==> src/rtl/divider_arbiter.sv <==
// divider_arbiter: round-robin arbiter that shares one external divider among
// NUM_REQ requesters. One request is outstanding at a time; each accepted
// request gets exactly one response, either the divider result or a timeout
// error when the divider stays silent.
//
// Handshake rules (all interfaces):
//   - A request transfers on a rising edge where req_valid[i] & req_ready[i].
//     The requester holds req_valid[i]/req_data stable until that happens.
//   - req_ready is one-hot and only ever asserted in IDLE.
//   - resp_valid and div_out_valid are single-cycle pulses with no back-pressure.
//   - div_in_valid is a single-cycle pulse from the divider; it is only
//     consumed in WAIT, anywhere else it is counted as stray.
module divider_arbiter #(
    parameter int NUM_REQ = 4,
    parameter int TIMEOUT = 16
) (
    input  logic                   aclk,
    input  logic                   aresetn,
    input  logic [NUM_REQ-1:0]     req_valid,
    input  logic [NUM_REQ*64-1:0]  req_data,
    output logic [NUM_REQ-1:0]     req_ready,
    output logic [NUM_REQ-1:0]     resp_valid,
    output logic [63:0]            resp_data,
    output logic                   resp_err,
    output logic                   div_out_valid,
    output logic [63:0]            div_out,
    input  logic                   div_in_valid,
    input  logic [63:0]            div_in,
    output logic                   busy,
    output logic [7:0]             stray_cnt,
    output logic [1:0]             dbg_state
);

    localparam int IDX_W = $clog2(NUM_REQ);
    // Counter value at which a silent divider is declared timed out.
    localparam logic [7:0] CNT_LAST = 8'(TIMEOUT - 1);
    // Result reported for a timed-out request: remainder 0, quotient all-ones.
    localparam logic [63:0] TMO_DATA = {32'h0000_0000, 32'hFFFF_FFFF};

    typedef enum logic [1:0] {
        IDLE  = 2'd0,
        ISSUE = 2'd1,
        WAIT  = 2'd2,
        RESP  = 2'd3
    } state_t;

    state_t           state;
    state_t           state_next;

    logic [IDX_W-1:0] last_grant;
    logic [IDX_W-1:0] gnt;
    logic [IDX_W-1:0] winner;
    logic             winner_found;
    int               rr_pos;

    logic [63:0]      operand_q;
    logic [63:0]      sel_data;
    logic [7:0]       tmo_cnt;

    logic             handshake;
    logic             capture;
    logic             load_ok;
    logic             load_tmo;
    logic             cnt_clr;
    logic             cnt_inc;

    // Round-robin search: first asserted req_valid starting after last_grant.
    always_comb begin
        winner_found = 1'b0;
        winner       = '0;
        rr_pos       = 0;
        for (int i = 1; i <= NUM_REQ; i++) begin
            rr_pos = int'(last_grant) + i;
            if (rr_pos >= NUM_REQ) begin
                rr_pos = rr_pos - NUM_REQ;
            end
            for (int j = 0; j < NUM_REQ; j++) begin
                if (!winner_found && req_valid[j] && (rr_pos == j)) begin
                    winner_found = 1'b1;
                    winner       = IDX_W'(j);
                end
            end
        end
    end

    // Operand mux for the current round-robin winner.
    always_comb begin
        sel_data = '0;
        for (int j = 0; j < NUM_REQ; j++) begin
            if (winner == IDX_W'(j)) begin
                sel_data = req_data[64*j +: 64];
            end
        end
    end

    // One-hot ready to the winner, only while IDLE.
    always_comb begin
        req_ready = '0;
        for (int j = 0; j < NUM_REQ; j++) begin
            if ((state == IDLE) && winner_found && (winner == IDX_W'(j))) begin
                req_ready[j] = 1'b1;
            end
        end
    end

    // One-hot response pulse to the granted requester during RESP.
    always_comb begin
        resp_valid = '0;
        for (int j = 0; j < NUM_REQ; j++) begin
            if ((state == RESP) && (gnt == IDX_W'(j))) begin
                resp_valid[j] = 1'b1;
            end
        end
    end

    assign handshake     = |(req_valid & req_ready);
    assign div_out_valid = (state == ISSUE);
    assign div_out       = operand_q;
    assign busy          = (state != IDLE);
    assign dbg_state     = state;

    // FSM state register.
    always_ff @(posedge aclk or negedge aresetn) begin
        if (!aresetn) begin
            state <= IDLE;
        end else begin
            state <= state_next;
        end
    end

    // FSM next-state and datapath control strobes.
    always_comb begin
        state_next = state;
        capture    = 1'b0;
        load_ok    = 1'b0;
        load_tmo   = 1'b0;
        cnt_clr    = 1'b0;
        cnt_inc    = 1'b0;
        case (state)
            IDLE: begin
                if (handshake) begin
                    capture    = 1'b1;
                    state_next = ISSUE;
                end
            end
            ISSUE: begin
                cnt_clr    = 1'b1;
                state_next = WAIT;
            end
            WAIT: begin
                // A response arriving on the expiry cycle still wins.
                if (div_in_valid) begin
                    load_ok    = 1'b1;
                    state_next = RESP;
                end else begin
                    cnt_inc = 1'b1;
                    if ((tmo_cnt + 8'd1) == CNT_LAST) begin
                        load_tmo   = 1'b1;
                        state_next = RESP;
                    end
                end
            end
            RESP: begin
                state_next = IDLE;
            end
            default: begin
                state_next = IDLE;
            end
        endcase
    end

    // Grant bookkeeping and operand capture on the accepting handshake.
    always_ff @(posedge aclk or negedge aresetn) begin
        if (!aresetn) begin
            last_grant <= IDX_W'(NUM_REQ - 1);
            gnt        <= '0;
            operand_q  <= '0;
        end else if (capture) begin
            last_grant <= winner;
            gnt        <= winner;
            operand_q  <= sel_data;
        end
    end

    // Timeout counter: cleared while issuing, counts silent WAIT cycles.
    always_ff @(posedge aclk or negedge aresetn) begin
        if (!aresetn) begin
            tmo_cnt <= '0;
        end else if (cnt_clr) begin
            tmo_cnt <= '0;
        end else if (cnt_inc) begin
            tmo_cnt <= tmo_cnt + 8'd1;
        end
    end

    // Response registers; held between RESP cycles.
    always_ff @(posedge aclk or negedge aresetn) begin
        if (!aresetn) begin
            resp_data <= '0;
            resp_err  <= 1'b0;
        end else if (load_ok) begin
            resp_data <= div_in;
            resp_err  <= 1'b0;
        end else if (load_tmo) begin
            resp_data <= TMO_DATA;
            resp_err  <= 1'b1;
        end
    end

    // Saturating count of divider pulses that arrive outside WAIT.
    always_ff @(posedge aclk or negedge aresetn) begin
        if (!aresetn) begin
            stray_cnt <= '0;
        end else if (div_in_valid && (state != WAIT) && (stray_cnt != 8'hFF)) begin
            stray_cnt <= stray_cnt + 8'd1;
        end
    end

endmodule

==> config.mk <==
export PLATFORM = sky130hd
export DESIGN_NAME = divider_arbiter
export DESIGN_NICKNAME = d
export VERILOG_FILES = /design/src/rtl/divider_arbiter.sv
export SDC_FILE = /design/constraint.sdc
export NUM_CORES = 1
export LEC_CHECK = 0
export ABC_AREA = 1
export CAP_MARGIN = 20
export CORE_AREA = 2 2 185 187
export CTS_CLUSTER_SIZE = 20
export DETAILED_ROUTE_END_ITERATION = 10
export DIE_AREA = 0 0 187 189
export PLACE_DENSITY = 0.69
export SYNTH_ARGS = -nofsm -noshare
export SYNTH_HDL_FRONTEND = slang
export SYNTH_SLANG_ARGS = --single-unit
==> constraint.sdc <==
create_clock -name aclk -period 3.5 [get_ports aclk]
set_input_delay 0.525 -clock aclk [delete_from_list [all_inputs] [get_ports aclk]]
set_output_delay 0.525 -clock aclk [all_outputs]
set_load 0.03 [all_outputs]
# Word level (Yosys, flattened, before mapping)
# Index checks and enable logic that the tools add are counted.
[op_classes]
n_eq_ne = 26
shift = 0
mux = 67
magnitude_cmp = 4
bitwise_logic = 1
multipliers = 0
add_sub_neg = 10
div = 0
n_reduce_logical = 69
[ops]
columns = ["op", "count"]
rows = [
  ["$mux W64", 6],
  ["$eq A32 B3 Y1 const B", 8],
  ["$eq A32 B2 Y1 const B", 4],
  ["$logic_not A32 Y1", 4],
  ["$mux W32", 4],
  ["$logic_and A1 B1 Y1", 42],
  ["$mux W1", 37],
  ["$mux W2", 17],
  ["$add A8 B1 Y8 const B", 2],
  ["$mux W8", 2],
  ["$logic_not A1 Y1", 15],
  ["$eq A2 B2 Y1 const B", 6],
  ["$sub A3 B3 Y4 const B", 3],
  ["$ge A3 B3 Y1 const B", 3],
  ["$eq A8 B4 Y1 const B", 1],
  ["$ne A8 B8 Y1 const B", 1],
  ["$pmux W2 S4", 1],
  ["$add A2 B2 Y3 const B", 2],
  ["$eq A2 B1 Y1 const B", 3],
  ["$logic_not A2 Y1", 3],
  ["$reduce_bool A2 Y1", 3],
  ["$sub A4 B3 Y5 const B", 1],
  ["$add A2 B3 Y4 const B", 1],
  ["$and A4 B4 Y4", 1],
  ["6 further kinds", 7],
]
[totals]
ram_bits = 0
romBits = 0
register_bits = 151
latchBits = 0
n_memories = 0
in_bits = 327

# Longest topological paths before layout
# Gate-level depths: netlist of the first run.
[logic_depth]
ltp_word = 73
ltp_mapped = 18
depth_no_buf = 16

# Worst setup path before layout of the first run
# No wires, ideal clock.
[synth_path]
path_kind = "flip-flop to output port"
startpoint = "register last_grant[0]"
endpoint = "output port req_ready[1]"
stages_incl_launch_ff = 15
slack_ns = 0.305
required_ns = 2.975
arrival_ns = 2.670
path_cell_list = "dfstp_2 -> inv_2 -> nand3_1 -> nand2_1 -> nor2_4 -> nand4_2 -> nor2_2 -> nand4_2 -> nor3_4 -> nand4_4 -> nand2_4 -> buf_6 -> buf_6 -> inv_2 -> nor3_1"
[synth_between]
elab_chain_len = 69
word_cells_on_any_way = 113
cone_classes = "add/sub (8); order compare (4); eq/ne (13); mux (36); reduce/logical (52)"
[synth_lines]
columns = ["item", "line_no", "source"]
rows = [
  ["start, declared", "50", "logic [IDX_W-1:0] last_grant;"],
  ["start signal, assigned", "175", "last_grant <= IDX_W'(NUM_REQ - 1);"],
  ["start signal, assigned", "179", "last_grant <= winner;"],
  ["$add A2 B1 Y3", "73", "rr_pos = int'(last_grant) + i;"],
  ["$sub A3 B3 Y4 or $ge A3 B3 Y1 (tied branches)", "75, 74", ""],
  ["$mux W32", "74", "if (rr_pos >= NUM_REQ) begin"],
  ["$logic_not A32 Y1", "78", "if (!winner_found && req_valid[j] && (rr_pos == j)) begin"],
  ["$logic_and A1 B1 Y1", "78", ""],
  ["$mux W1", "78", ""],
  ["$logic_not A1 Y1", "78", ""],
  ["$logic_and A1 B1 Y1 (2 in a row)", "78", ""],
  ["[50 not listed]", "--", ""],
  ["$logic_and A1 B1 Y1 (2 in a row)", "78", ""],
  ["$mux W1", "78", ""],
  ["$logic_not A1 Y1", "78", ""],
  ["$logic_and A1 B1 Y1 (2 in a row)", "78", ""],
  ["$mux W2 or $mux W1 (tied branches)", "78", ""],
  ["$eq A2 B1 Y1 or $logic_and A1 B1 Y1 (tied branches)", "100", "if ((state == IDLE) && winner_found && (winner == IDX_W'(j))) begin"],
  ["$logic_and A1 B1 Y1 *", "100", ""],
  ["$mux W1 *", "100", ""],
  ["end, declared", "21", "output logic [NUM_REQ-1:0] req_ready,"],
]
# Every way passes the cells marked *; elsewhere a longest branch is shown, timed or not.

# Worst setup path after layout of the first run
[layout_path]
startpoint = "input port req_valid[3]"
endpoint = "output port req_ready[2]"
[layout_between]
elab_chain_len = 54
word_cells_on_any_way = 68
cone_classes = "eq/ne (1); mux (27); reduce/logical (40)"
[layout_lines]
columns = ["item", "line_no", "source"]
rows = [
  ["start, declared", "19", "input logic [NUM_REQ-1:0] req_valid,"],
  ["$logic_and A1 B1 Y1 (2 in a row)", "78", ""],
  ["$mux W1", "78", ""],
  ["$logic_not A1 Y1", "78", ""],
  ["$logic_and A1 B1 Y1 (2 in a row)", "78", ""],
  ["$mux W1", "78", ""],
  ["$logic_not A1 Y1", "78", ""],
  ["$logic_and A1 B1 Y1 (2 in a row)", "78", ""],
  ["$mux W1", "78", ""],
  ["[33 not listed]", "--", ""],
  ["$logic_and A1 B1 Y1 (2 in a row)", "78", ""],
  ["$mux W1", "78", ""],
  ["$logic_not A1 Y1", "78", ""],
  ["$logic_and A1 B1 Y1 (2 in a row)", "78", ""],
  ["$mux W2 or $mux W1 (tied branches)", "78", ""],
  ["$eq A2 B2 Y1 or $logic_and A1 B1 Y1 (tied branches)", "100", ""],
  ["$logic_and A1 B1 Y1 *", "100", ""],
  ["$mux W1 *", "100", ""],
]
# Marked as above.

==> results.yml, run 1 <==
worst_hold_path:
  hp-class: "input pin to async pin"
synth:
  async_reset_ff_share_pct: 100
  ys_seq_area_share_pct: 43.5
  synth_ff_type: "dfrtp_1"
  synth_top_area_cell: "dfrtp_1"
  synthCells: 1004
  syn_area_per_cell_um2: 8.65
  synth_fp_nets: 1339
  yosysWarnings: 0
  synth_edf_count: 0
  yosysUniqueCellTypes: 33
  netlist_area_um2: 8680
  netlist_top_cells_area: "dfrtp_1, nand4_1, nand2_1, buf_2, nand3_2"
  synth_top_area_share_pct: 42.9
  ys_seq_elements: 151
timing:
  fmax_ghz: 0.292
  fin_ws_ns: 0.0698
  tightest_slew_ns: 0.978
  relSlewSlack_pct: 34.7
  slew_viol_final: 0
  setup_violations: 0
  period_minus_slack_ns: 3.43
  fin_skew_ns: 0.00776
  hold_violations: 0
  min_period_over_period_pct: 98.0
status:
  run_status: "finished clean"
placed_design:
  dpl_cell_area_um2: 13800
  place_congestion: 0.912
  pre_cts_ws_ns: -0.113
  dp_hpwl_mm: 29.3
  port_buffers: 475
routing:
  wl_met2_mm: 20.3
  vias_per_cell: 5.27
  final_antenna_net_count: 0
  wirelength_mm: 41.1
  wl_per_cell_um: 21.7
  dr.pass1.iters: 5
  top_layer_used: "met5"
  drt_iter0_markers: 661
  drc_errors: 0
  wl_met1_mm: 16.6
  vias: 9984
  dr_wl_met3_mm: 3.14
critical_path:
  worstPathBufferInverterCount: 5
  ff2ff_path_depth: 17
  max_stage_delay_ns: 0.56
  reg2reg_slack_ns: 0.28
  critPathTopFamily: "buffers and inverters"
  critPathMostFrequentCell: "nor2_1"
  startpoint_type: "input pin"
  reg2reg_to: "div_out[27]$_DFFE_PN0P_"
  path_max_fanout: 5
  timing.rr.start: "last_grant[1]$_DFFE_PN1P_"
  required_ns: 2.97
  cp.arrival_ns: 2.91
  cpMaxStageDelayCell: "clkdlybuf4s50_1"
  crit_path_end_kind: "output pin"
  worstPathCellList: "clkdlybuf4s50_1 > inv_1 > nor2_1 > nor3_2 > nand3_1 > nand2_1 > nor2_1 > nand2_2 > inv_4 > nand2_8 > buf_6 > nor3_1 > buf_4"
  crit_type: "input pin to output pin"
pwr:
  power_density_nw_per_um2: 1060
  leakage_nw: 5.99
  ir_worst_vdd_mv: 0.866
clock_tree:
  htree_levels: 4
  clock_path_buffers: 2
  cts_buffers: 17
  hold_buffers: 0
  clkSlewWorstSetupHoldPaths_ns: 0.06
  cts.sinks: 151
  cts-root-buf: "clkbuf_16"
  insertion_delay_ns: 0.44
  tritoncts: "done"
floorplanning:
  die_w_um: 187
  initial_utilization_pct: 26.1
  coreArea_um2: 33300
  die_y_um: 189
  die_area_um2: 35300
  io_pins: 476
  rows: 67
layout:
  finalInstanceArea_um2: 14500
  drive_gt1_share_pct: 9.15
  n_fill_cell: 3224
  area_growth_pct: 67.5
  layout.nets: 1767
global_routing:
  grtUsageTotal_pct: 22.3
  grt_pass1_vias: 9639
  grt_max_degree: 104
  grt-ovfl-total: 0
  grt_pass1_wl_mm: 60.3
  antenna_found_initial: 6
flow_run:
  max-cap-violations: 0
==> worst register-to-register path, cell delays in order (launching register included) <==
cell and delay, ns:
dfstp_2 0.59, inv_1 0.09, nand3_1 0.08, nand2_2 0.08, nor2_4 0.11, nand4_4 0.12, nor2_4 0.15, nand4_4 0.14
nor3_4 0.28, nand4_4 0.21, buf_4 0.20, buf_4 0.15, buf_12 0.20, buf_4 0.38, nand4_1 0.11, nand4_1 0.10
nand2_1 0.07, nand2_1 0.07
==> cell type report <==
| cell class | count | area [um^2] | area share, % |
|---|---|---|---|
| timing repair buffer | 512 | 5210 | 35.8 |
| multi-input combinational | 711 | 4260 | 29.3 |
| sequential | 151 | 3780 | 26.0 |
| tap | 448 | 561 | 3.85 |
| clock buffer | 19 | 443 | 3.05 |
| inverter | 39 | 156 | 1.08 |
| clock inverter | 11 | 124 | 0.852 |
| antenna | 5 | 12.5 | 0.0860 |
==> Yosys cell counts, drive strengths merged, types with 2 or more instances <==
master,number
a22o,32
buf,78
clkbuf,25
dfrtp,149
dfstp,2
ha,8
inv,39
nand2,225
nand3,82
nand4,264
nor2,26
nor3,12
o21ai,10
o22a,32
o22ai,5
xnor2,4
xor2,8
==> through the flow <==
| step | cells | hold WS, ns | power, mW | util, % | setup TNS [ns] |
|---|---|---|---|---|---|
| after floorplan | 1004 | 0.229 | 9.54 | - | 0 |
| after global placement | 1854 | 0.461 | 13.2 | 41.4 | -0.00536 |
| after detailed placement | 1854 | 0.464 | 13.3 | 41.4 | -0.113 |
| after CTS | 1885 | 0.0000216 | 15.3 | 43.2 | 0 |
| after global routing | 1895 | 0.0225 | 16.5 | 43.7 | -0.0795 |
| final | 1896 | 0.0166 | 15.5 | 43.7 | 0 |
==> power by group <==
part           switching [mW]  internal, mW
clock network           0.792          1.06
logic                    6.61          3.93
registers               0.503          2.57
total                    7.91          7.56
==> flip-flops by register name (all words and copies together), names as in the netlist <==
| register | cells |
|---|---|
| div_out | 64 |
| resp_data | 64 |
| stray_cnt | 8 |
| tmo_cnt | 8 |
| dbg_state | 2 |
| gnt | 2 |
| last_grant | 2 |
| resp_err | 1 |
==> kinds of logic after synthesis <==
kind of cell | synth area share [%]
DFF | 43.5
and+or+nand+nor | 37.9
adders and majority gates | 1.15
buffers and inverters | 8.63
AOI/OAI and AO/OA | 7.58
xor gates and xnor gates | 1.21
==> placed cells by master, fill, tap and decap left out, types with 4 or more instances in the layout <==
| master | n |
|---|---|
| ha_1 | 8 |
| clkbuf_16 | 18 |
| nand2_2 | 4 |
| o22a_1 | 32 |
| clkdlybuf4s50_1 | 470 |
| xnor2_1 | 4 |
| o21ai_0 | 10 |
| buf_4 | 26 |
| nand3_1 | 52 |
| inv_1 | 34 |
| nand3_2 | 30 |
| a22o_1 | 32 |
| xor2_1 | 8 |
| nor2_1 | 18 |
| nand2_1 | 218 |
| o22ai_1 | 5 |
| nand4_1 | 261 |
| nor2_2 | 5 |
| diode_2 | 5 |
| nor3_1 | 8 |
| buf_12 | 11 |
| dfrtp_1 | 149 |
==> worst max-delay path by stage <==
| stage | start | endpoint | cells after the start |
|---|---|---|---|
| after floorplan | last_grant[0]$_DFFE_PN1P_ | req_ready[1] | 14 |
| after global placement | req_valid[3] | req_ready[1] | 13 |
| after detailed placement | req_valid[3] | req_ready[1] | 13 |
| after CTS | last_grant[0]$_DFFE_PN1P_ | req_ready[1] | 15 |
| after global routing | req_valid[3] | req_ready[2] | 13 |
| final | req_valid[3] | req_ready[2] | 13 |
==> routing by layer <==
metal / global-route usage [%] / vias up
met1: 27.2 / 4844
met3: 5.49 / 55
met2: 38.5 / 529
met4: 7.72 / 2
met5: 0 / -
li1: - / 4554
==> what timing repair did <==
action,4_1_cts,5_1_grt
cloned,0,1
buffers inserted,1,5
gates resized for setup,2,23
pin swaps,1,8
endpoints found under the setup margin,1,4
(Power assumes the default switching activity.)
==> inputs of run 2 (changes only) <==
--- a/config.mk
+++ b/config.mk
@@ -7,11 +7,13 @@
 export LEC_CHECK = 0
 export ABC_AREA = 1
 export CAP_MARGIN = 20
-export CORE_AREA = 2 2 185 187
+export CORE_AREA = 2 2 184 186
+export CTS_BUF_LIST = sky130_fd_sc_hd__clkbuf_4 sky130_fd_sc_hd__clkbuf_8
 export CTS_CLUSTER_SIZE = 20
 export DETAILED_ROUTE_END_ITERATION = 10
-export DIE_AREA = 0 0 187 189
+export DIE_AREA = 0 0 186 188
 export PLACE_DENSITY = 0.69
+export SKIP_CTS_REPAIR_TIMING = 1
 export SYNTH_ARGS = -nofsm -noshare
 export SYNTH_HDL_FRONTEND = slang
 export SYNTH_SLANG_ARGS = --single-unit
==> run 2 against run 1 <==
Worst hold slack gained 0.46 ns. Total power is 5.3% lower. Register-to-register slack better by 0.17 ns. Global-route usage is 0.78 points lower. Final area down 2.1%. Sequential cell count did not move. Wire length decreased by 4.2%. Worst setup slack improved by 0.063 ns. Clock power down 17%. First-iteration DRC count increased by 5.3%. Sequential share of layout area grew 0.56 points. Critical endpoint unchanged. Largest power group unchanged.
==> results.yml, run 2 (synthesis results as in run 1) <==
status:
  run_status: "finished clean"
pwr:
  leakage_nw: 5.85
  ir_worst_vdd_mv: 0.818
  power_mw: 14.7
  power_density_nw_per_um2: 1030
critical_path:
  critPathMostFrequentCell: "nand4_4"
  worstPathCellList: "nor2_1 > nand2_1 > nand2_2 > nor2_4 > nand4_4 > nor2_4 > nand4_4 > nor3_4 > nand4_4 > nand2_4 > buf_4 > nor3_1 > buf_4"
  critPathTopFamily: "simple AND/OR/NAND/NOR gates"
  cpMaxStageDelayCell: "dfstp_2"
  max_stage_delay_ns: 0.59
  crit_path_end_kind: "output pin"
  cp.arrival_ns: 2.84
  crit_type: "flip-flop to output pin"
  startpoint_type: "flip-flop"
  path_max_fanout: 6
  required_ns: 2.97
  worstPathBufferInverterCount: 2
clock_tree:
  htree_levels: 4
  clock_path_buffers: 2
  clkSlewWorstSetupHoldPaths_ns: 0.10
  cts.sinks: 151
  cts_buffers: 17
  cts-root-buf: "clkbuf_8"
  tritoncts: "done"
  insertion_delay_ns: 0.46
layout:
  layout.cells.non_filler: 1889
  layout_commonest_cell: "clkdlybuf4s50_1"
  finalInstanceArea_um2: 14200
  area_growth_pct: 64.0
  final_cell_mix: "clkdlybuf4s50_1, nand4_1, nand2_1"
  fin_util_pct: 43.0
  drive_gt1_share_pct: 8.43
  layout.nets: 1759
timing:
  rsz0062_at_grt: "true"
  period_minus_slack_ns: 3.37
  tightest_slew_ns: 0.936
  fin_skew_ns: 0.0309
  relSlewSlack_pct: 37.5
  min_period_over_period_pct: 96.2
  slew_viol_final: 0
  fin_tns_setup_ns: 0
  hold_violations: 0
  setup_violations: 0
  fmax_ghz: 0.297
routing:
  drc_errors: 0
  vias: 9758
  dr.pass1.iters: 6
  vias_per_cell: 5.17
  final_antenna_net_count: 0
  wl_per_cell_um: 20.8
  drt_iter0_markers: 696
  wirelength_mm: 39.4
flow_run:
  max-cap-violations: 0
floorplanning:
  initial_utilization_pct: 26.2
  die_area_um2: 35000
  rows: 67
  die_w_um: 186
  io_pins: 476
  die_y_um: 188
  coreArea_um2: 33100
global_routing:
  grt_pass1_wl_mm: 57.3
  grt-ovfl-total: 0
  grt_max_degree: 129
  antenna_found_initial: 12
  grt_pass1_vias: 9541
  grtUsageTotal_pct: 21.5
placed_design:
  dpl_cell_area_um2: 13700
  dp_cells: 1845
  port_buffers: 475
  dp_hpwl_mm: 28.3
  place_congestion: 0.863
worst_hold_path:
  hp-class: "flip-flop to flip-flop"
==> run 2: power breakdown <==
part           total [mW]  internal, mW  leakage (nW)  switching, mW
clock network        1.53         0.747         0.213          0.785
registers            3.07          2.57          1.85          0.500
logic                10.1          3.70          3.80           6.36
==> run 2: final timing paths <==
kind,startpoint,to,slack [ns],depth (start not counted)
worst max-delay path,last_grant[0]$_DFFE_PN1P_,req_ready[2],0.13,13
worst min-delay path,div_out[31]$_DFFE_PN0P_,div_out[31]$_DFFE_PN0P_,0.48,2
worst max register to register,last_grant[0]$_DFFE_PN1P_,div_out[44]$_DFFE_PN0P_,0.45,15
worst min register to register,div_out[31]$_DFFE_PN0P_,div_out[31]$_DFFE_PN0P_,0.48,2
max in group asynchronous,aresetn,resp_data[2]$_DFFE_PN0P_,2.01,3
min in group asynchronous,aresetn,div_out[35]$_DFFE_PN0P_,0.55,2
==> run 2: per-stage QoR <==
step	worst slack [ns]	hold slack (ns)
2_1_floorplan	0.305	0.229
6_report	0.133	0.481
5_1_grt	-0.0357	0.503
3_5_place_dp	0.0111	0.464
3_3_place_gp	0.0992	0.461
4_1_cts	-0.0447	-0.0242
==> run 2: worst register-to-register path, cell delays in order, from the launching register on <==
cell and delay (ns):
dfstp_2 0.59, nor2_1 0.10, nand2_1 0.10, nand2_2 0.08, nor2_4 0.15, nand4_4 0.13, nor2_4 0.15, nand4_4 0.12
nor3_4 0.26, nand4_4 0.17, buf_4 0.19, buf_4 0.32, nand4_1 0.30, nand4_1 0.12, nand2_1 0.08, nand2_1 0.07
==> run 2: cell type report <==
cell class / instances / area [um^2]
Tap cell: 448 / 561
Sequential cell: 151 / 3780
Clock buffer: 18 / 248
Clock inverter: 13 / 183
Timing Repair Buffer: 504 / 5070
Multi-Input combinational cell: 711 / 4220
Inverter: 39 / 156
Fill cell: 3204 / 18900
Antenna cell: 5 / 12.5
==> run 2: metal layers <==
layer | vias up | GRT usage, % | part of all wire, %
li1 | 4529 | - | -
met1 | 4709 | 25.4 | 39
met2 | 470 | 37.5 | 49
met3 | 40 | 7.05 | 9.4
met4 | 10 | 5.27 | 1.9
met5 | - | 0 | 0.17
==> inputs of run 3 (changes only) <==
--- a/config.mk
+++ b/config.mk
@@ -12,7 +12,9 @@
 export CTS_CLUSTER_SIZE = 20
 export DETAILED_ROUTE_END_ITERATION = 10
 export DIE_AREA = 0 0 186 188
-export PLACE_DENSITY = 0.69
+export DONT_BUFFER_PORTS = 1
+export HOLD_SLACK_MARGIN = 0.05
+export PLACE_DENSITY = 0.51
 export SKIP_CTS_REPAIR_TIMING = 1
 export SYNTH_ARGS = -nofsm -noshare
 export SYNTH_HDL_FRONTEND = slang
==> run 3 against run 2 <==
The flow now finishes with violations (hold timing). First-iteration DRC count decreased by 25%. Final cell count decreased by 25%. Combinational power decreased by 37%. Clock skew decreased by 0.017 ns. Critical path type unchanged. Largest power group unchanged.
==> results.yml, run 3 (synthesis results as in run 1) <==
status:
  run_status: "finished with violations"
  violations: "hold timing"
timing:
  relSlewSlack_pct: 39.5
  tightest_slew_ns: 0.901
  period_minus_slack_ns: 3.34
  slew_viol_final: 0
  holdWs_ns: -0.254
  setup_violations: 0
  fmax_ghz: 0.300
  min_period_over_period_pct: 95.3
  fin_skew_ns: 0.0141
  hold_violations: 151
critical_path:
  cp.arrival_ns: 2.81
  timing.rr.start: "last_grant[0]$_DFFE_PN1P_"
  reg2reg_slack_ns: 0.35
  reg2reg_to: "div_out[46]$_DFFE_PN0P_"
  crit_path_end_kind: "output pin"
  required_ns: 2.97
  crit_type: "flip-flop to output pin"
  ff2ff_path_depth: 17
  startpoint_type: "flip-flop"
  path_max_fanout: 65
layout:
  layout.nets: 1286
  layout_commonest_cell: "nand4_1"
  n_fill_cell: 3544
  area_growth_pct: 9.01
  layout.cells.non_filler: 1418
  drive_gt1_share_pct: 12.9
  finalInstanceArea_um2: 9470
  final_cell_mix: "nand4_1, nand2_1, dfrtp_1"
pwr:
  power_density_nw_per_um2: 1330
  leakage_nw: 4.00
  power_mw: 12.6
  ir_worst_vdd_mv: 0.631
floorplanning:
  die_w_um: 186
  rows: 67
  initial_utilization_pct: 26.2
  coreArea_um2: 33100
  die_y_um: 188
  io_pins: 476
  die_area_um2: 35000
clock_tree:
  insertion_delay_ns: 0.47
  htree_levels: 4
  clkSlewWorstSetupHoldPaths_ns: 0.09
  cts-root-buf: "clkbuf_8"
  clock_path_buffers: 2
  tritoncts: "done"
  cts_buffers: 17
  cts.sinks: 151
placed_design:
  port_buffers: 0
  dp_hpwl_mm: 25.4
  dpl_cell_area_um2: 8880
  place_congestion: 0.828
  dp_cells: 1373
global_routing:
  antenna_found_initial: 8
  grt_max_degree: 152
  grt-ovfl-total: 0
  use_met3_pct: 8.12
  grt_util_met2_pct: 32.1
  grtUsageTotal_pct: 19.2
  grt_pass1_wl_mm: 49.6
  grt_use_met1_pct: 21.2
  grt_pass1_vias: 7556
  grt-busiest-layer: "met2"
flow_run:
  max-cap-violations: 0
routing:
  wl_per_cell_um: 24.8
  final_antenna_net_count: 0
  wirelength_mm: 35.2
  drc_errors: 0
  drt_iter0_markers: 522
  vias: 8034
  dr.pass1.iters: 5
  vias_per_cell: 5.67
worst_hold_path:
  hp-class: "input pin to async pin"
==> run 3: critical path, stage by stage, from the launching register on <==
cell and delay [ns]:
dfstp_2 0.58, buf_4 0.13, nand2_1 0.07, inv_1 0.08
nand2_1 0.11, nand4_4 0.14, nor3_1 0.07, nor2_1 0.10
nand3_1 0.10, nor2_1 0.18, nand2_4 0.11, buf_16 0.24
nor3_4 0.23, buf_4 0.19
==> run 3: area by class of cell <==
cell class	instances	area, um^2	share of cell area, %
sequential	151	3780	39.9
antenna	6	15.0	0.159
multi-input combinational	711	4250	44.9
tap	448	561	5.92
timing repair buffer	31	290	3.07
clock inverter	14	163	1.72
inverter	39	156	1.65
clock buffer	18	248	2.62
==> run 3: worst max-delay path by stage <==
stage                              startpoint           end  slack (ns)
finish              last_grant[0]$_DFFE_PN1P_  req_ready[0]        0.16
floorplan           last_grant[0]$_DFFE_PN1P_  req_ready[1]        0.30
CTS                 last_grant[0]$_DFFE_PN1P_  req_ready[2]       -0.11
global route        last_grant[1]$_DFFE_PN1P_  req_ready[3]       -0.02
global placement    last_grant[1]$_DFFE_PN1P_  req_ready[0]        0.58
detailed placement  last_grant[0]$_DFFE_PN1P_  req_ready[1]        0.45
==> run 3: where the power goes <==
group	total (mW)	switching (mW)	leakage, nW	internal [mW]
sequential	4.77	2.22	1.85	2.54
clock	1.46	0.783	0.206	0.673
combinational	6.34	4.29	1.95	2.05
==> run 3: routing by layer <==
layer,up-vias,wire length [um]
li1,3593,-
met1,3894,12900
met2,467,17200
met3,74,3870
met4,6,1120
met5,-,54
==> run 3: stage by stage <==
stage	setup WS (ns)	util, %	hold slack [ns]	setup TNS (ns)
final	0.164	28.6	-0.254	0
after global routing	-0.0189	28.6	-0.325	-0.0189
after detailed placement	0.454	26.8	0.233	0
after floorplan	0.305	-	0.229	0
after global placement	0.575	26.8	0.233	0
after CTS	-0.110	28.1	-0.326	-0.250
